--- config.mk ---
export PLATFORM = sky130hd
export DESIGN_NAME = tone_phase_gen
export DESIGN_NICKNAME = d
export VERILOG_FILES = /design/src/rtl/mss_tone_pkg.sv /design/src/rtl/tone_phase_gen.sv
export SDC_FILE = /design/constraint.sdc
export NUM_CORES = 1
export LEC_CHECK = 0
export CORE_MARGIN = 2
export CORE_UTILIZATION = 46
export CTS_CLUSTER_DIAMETER = 150
export DETAILED_ROUTE_END_ITERATION = 8
export HOLD_SLACK_MARGIN = 0.06
export PLACE_DENSITY = 0.71
export RECOVER_POWER = 100
export SLEW_MARGIN = 40
export SYNTH_ARGS = -nofsm -noshare
export SYNTH_HDL_FRONTEND = slang
export SYNTH_SLANG_ARGS = --single-unit
--- constraint.sdc ---
create_clock -name clk -period 6.7 [get_ports clk]
set_clock_uncertainty 0.15 [all_clocks]
set_input_delay 0.67 -clock clk [delete_from_list [all_inputs] [get_ports clk]]
set_output_delay 0.67 -clock clk [all_outputs]
set_load 0.01 [all_outputs]
--- src/rtl/mss_tone_pkg.sv ---
// Shared types and default widths for the MSS sine-table sound path.
// The width localparams are also used to size the sine-table instance.
package mss_tone_pkg;

  localparam int TONE_COUNT_SIZE = 8;
  localparam int TONE_ACC_W      = 16;
  localparam int TONE_DUR_W      = 16;

  typedef enum logic [1:0] {
    IDLE,
    PLAY,
    DRAIN
  } tone_state_t;

endpackage

--- src/rtl/tone_phase_gen.sv ---
// Phase-accumulator NCO that drives the sine-table address, one step per sample tick.
// Each tone ends exactly at a phase wrap, so the output stops at sine = 0.
module tone_phase_gen
  import mss_tone_pkg::*;
#(
  parameter int COUNT_SIZE = TONE_COUNT_SIZE,
  parameter int ACC_W      = TONE_ACC_W,
  parameter int DUR_W      = TONE_DUR_W
) (
  input  logic                  clk,
  input  logic                  resetN,
  input  logic                  sample_tick,
  input  logic                  start,
  input  logic                  stop,
  input  logic [ACC_W-1:0]      phase_inc,
  input  logic [DUR_W-1:0]      duration,
  output logic [COUNT_SIZE-1:0] ADDR,
  output logic                  sample_valid,
  output logic                  busy,
  output logic                  done
);

  tone_state_t      state_q, state_d;
  logic [ACC_W-1:0] acc_q, acc_d;
  logic [ACC_W-1:0] inc_q, inc_d;
  logic [DUR_W-1:0] dur_q, dur_d;
  logic             step_q, step_d;
  logic             valid_q;
  logic             done_q, done_d;
  logic [ACC_W:0]   sum;

  assign sum = {1'b0, acc_q} + {1'b0, inc_q};

  // NOTE: every signal gets its default first, so no path through the case can leave one unassigned and infer a latch.
  always_comb begin
    state_d = state_q;
    acc_d   = acc_q;
    inc_d   = inc_q;
    dur_d   = dur_q;
    step_d  = 1'b0;
    done_d  = 1'b0;

    unique case (state_q)
      IDLE: begin
        acc_d = '0;
        if (start) begin
          inc_d = phase_inc;
          dur_d = duration;
          if (duration == '0 || phase_inc == '0) begin
            done_d = 1'b1;
          end else begin
            state_d = PLAY;
          end
        end
      end

      PLAY: begin
        if (sample_tick) begin
          acc_d  = sum[ACC_W-1:0];
          dur_d  = dur_q - DUR_W'(1);
          step_d = 1'b1;
          if (dur_q == DUR_W'(1)) begin
            state_d = DRAIN;
          end
        end
        if (stop) begin
          state_d = DRAIN;
        end
      end

      DRAIN: begin
        if (sample_tick) begin
          step_d = 1'b1;
          // A carry means the phase just passed 2^ACC_W: park exactly on 0, not on the wrapped residue.
          if (sum[ACC_W]) begin
            acc_d   = '0;
            state_d = IDLE;
            done_d  = 1'b1;
          end else begin
            acc_d = sum[ACC_W-1:0];
          end
        end
      end

      default: state_d = IDLE;
    endcase
  end

  // NOTE: state registers use non-blocking assignments so every flop samples pre-edge values.
  always_ff @(posedge clk or negedge resetN) begin
    if (!resetN) begin
      state_q <= IDLE;
      acc_q   <= '0;
      inc_q   <= '0;
      dur_q   <= '0;
      step_q  <= 1'b0;
      valid_q <= 1'b0;
      done_q  <= 1'b0;
    end else begin
      state_q <= state_d;
      acc_q   <= acc_d;
      inc_q   <= inc_d;
      dur_q   <= dur_d;
      step_q  <= step_d;
      valid_q <= step_q;
      done_q  <= done_d;
    end
  end

  // valid trails the address by one clock to line up with the sine table's registered Q.
  assign ADDR         = acc_q[ACC_W-1 -: COUNT_SIZE];
  assign sample_valid = valid_q;
  assign busy         = (state_q != IDLE);
  assign done         = done_q;

endmodule

==> flow_summary.toml <==
[status]
status = "finished, violations left"
failing_checks = "capacitance limit, slew limit"

[logic_synthesis]
synth_flop_cell = "dfrtp_1"
synth.ff_latch_count = 53
yosys_top_cell_by_area = "dfrtp_1"
post_synth_num_cell_types = 51
synth_area_leaders = "dfrtp_1 39%, ha_1 7.7%, mux2_2 5.3%"
synth-compound-area-share = 0.2001
synthAdderAreaFrac = 0.08281
syn_nets = 417
yosysTopAreaCellShare = 0.3884
muxShareOfSynthArea = 0.08941
postSynthAreaPerCell_sq_um = 9.538
post_synth_instance_area_sq_mm = 0.003415
synth_most_common_cell = "dfrtp_1"
post_synth_xor_area_fraction = 0.03335
synthArstFlopShare = 1.000
synth-edff-count = 0
combinational_family_with_the_most_area_after_synthesis = "compound AO/OA/AOI/OAI gates"
yosys_warnings = 0
commonest_cells_in_the_netlist = "53 x dfrtp_1, 31 x a21oi_1, 29 x nand2_1"
synth_simple_gate_area_frac = 0.1605
yosysSeqAreaShare = 0.3884
synthesis.instances = 358

[die]
initial_core_util = 0.4733
placementRows = 31
die_footprint_sq_mm = 0.008128
ios = 48
floorplan.core_area_sq_mm = 0.007214
die_height_microns = 90.16
dieWidth_microns = 90.16

[setup_path]
r2r.worst_path.cells = 7
required_ns = 6.76
worstPathMaxFanout = 28
critical_path_arrival_ns = 3.38
end_kind = "flip-flop"
cp-start-kind = "flip-flop"
criticalPathCategory = "reg2reg"

[detailed_routing]
initialDrtViolationCount = 168
wl_per_cell_microns = 15.58
drt_pass1_iterations = 4
drt.antenna.violating_nets = 0
via_count = 2801
vias_per_cell = 5.682
detail_route.drc_violations = 0
finalWirelength_microns = 7680

[clocking]
postCtsSetupRepairBufs = 0
cts_repair_resize_count = 0
cts_hold_repair.buffers = 0
htree_num_levels = 2
clkSinkCount = 53
root_buffer = "clkbuf_8"
clk_transition_reported_paths_ns = 0.10
cts-buffers-inserted = 5
clk_latency_ns = 0.31
tritoncts = "built"
clock_tree_buffer_depth = 2

[timing]
timing.setup.tns_ns = 0
maxSlewViolCount = 54
timing.final.crit_share = 0.4957
timing.final.setup_violations = 0
finalHoldViolations = 0
timing.fmax_ghz = 0.3011
unrepaired_setup_endpoints_after_global_routing = "false"
timing.final.crit_period_ns = 3.321
worst_pin_slew_ns = 2.807
relSlewSlack = -0.8713

[worst_hold_path]
holdCritPathClass = "reg2reg"
hold_path_depth = 0

[placement]
number_of_buffers_added_on_ports = 47
placement.cell_area_sq_mm = 0.003920
gp_congestion = 0.8545
dpl.cell_count = 485
dpl.hpwl_microns = 5653

[finish]
synthToLayoutAreaGrowth_pct = 18.21
post-route-cell-area_sq_mm = 0.004036
drive_above_1_share = 0.08629
design.final.nets = 452
layout.cells.non_filler = 493
fillerInstances = 695
antenna-diode-count = 0

[pwr]
p_leak_nw = 1.697
max-vdd-ir-drop_mv = 0.1605
cellPowerDensity_mw_per_mm2 = 457.7

[job]
max-cap-violations = 1

[global_routing]
grt_max_degree = 54
grt-ovfl-total = 0
global_route.usage.total = 0.2004
first_global_vias = 2697
grt_antenna_before_repair = 0
grt_pass1_wl_microns = 13400
## final timing paths
path / to / slack (ns) / from
max: acc_q[11] / 3.38 / state_q[1]
min: sample_valid / 0.21 / step_q
max reg2reg: acc_q[11] / 3.38 / state_q[1]
min reg2reg: sample_valid / 0.21 / step_q
max in group asynchronous: dur_q[4] / 3.63 / resetN
min in group asynchronous: acc_q[4] / 1.19 / resetN
## through the flow
step                      power, mW    util  hold slack (ns)  setup WS [ns]
final                         1.848  0.5595           0.2058          3.379
after global routing          2.014  0.5595           0.2157          2.917
after CTS                     1.869  0.5624           0.2101          3.946
after detailed placement      1.600  0.5434           0.1879          4.047
after global placement        1.574  0.5434           0.1840          4.068
after floorplan               1.344       -           0.1812          4.296
## registers in the layout (all words and copies together) (netlist names)
signal        flops
step_q            1
state_q           2
dur_q            16
sample_valid      1
inc_q            16
done              1
acc_q            16
## critical path: stages, from the launching register on
cell	delay [ns]
dfrtp_1	0.42
inv_1	0.08
ha_1	0.73
nor2_1	0.14
mux2i_2	0.19
clkbuf_1	0.89
nor2_1	0.32
a22o_1	0.28
## cell families after synthesis
kind of cell | Yosys count
adder cells (fa/ha/maj) | 22
AO/OA/AOI/OAI | 107
AND/OR/NAND/NOR | 103
XOR/XNOR | 13
buffers and inverters | 32
multiplexers | 28
flip-flops | 53
## metal layers
metal	vias to the layer above	GRT usage	share of wire
met2	51	0.3083	0.47
met1	1336	0.2895	0.48
met3	10	0.03856	0.038
li1	1404	-	-
met5	-	0	0
met4	0	0.05513	0.015
## power breakdown
group / internal, mW / total, mW / switching (mW)
combinational: 0.442 / 1.01 / 0.568
sequential: 0.457 / 0.577 / 0.119
clock: 0.150 / 0.261 / 0.111
## cell usage in the layout (no fill, tap or decap), types with 2 or more instances in the layout
master / n
inv_1: 9
nand3_1: 16
nand3b_1: 3
o21ai_0: 20
xor2_1: 7
and2_1: 2
nand2b_1: 6
a21oi_1: 30
xnor2_1: 6
and3_1: 2
nor3b_1: 2
a211oi_1: 3
nor2b_1: 4
o211ai_1: 3
bufinv_16: 2
ha_1: 21
o31ai_1: 7
nand2_1: 29
clkbuf_1: 3
a22o_1: 6
mux2i_1: 10
a21o_1: 8
a31oi_1: 4
clkbuf_8: 5
mux2_2: 16
dfrtp_1: 53
clkdlybuf4s50_1: 34
o22ai_1: 14
nand4_1: 2
dlygate4sd3_1: 12
nor2_1: 12
nor4_1: 10
nor3_1: 9
a2111oi_0: 2
## area by class of cell
type	count	area (sq um)	share of cell area
Multi-Input combinational cell	273	1931	0.4783
Tap cell	99	123.9	0.03069
Inverter	9	33.78	0.008370
Clock buffer	5	68.82	0.01705
Sequential cell	53	1326	0.3286
Timing Repair Buffer	51	484.2	0.1200
Clock inverter	3	68.82	0.01705
Note: power is estimated with default switching activity, not from simulation.
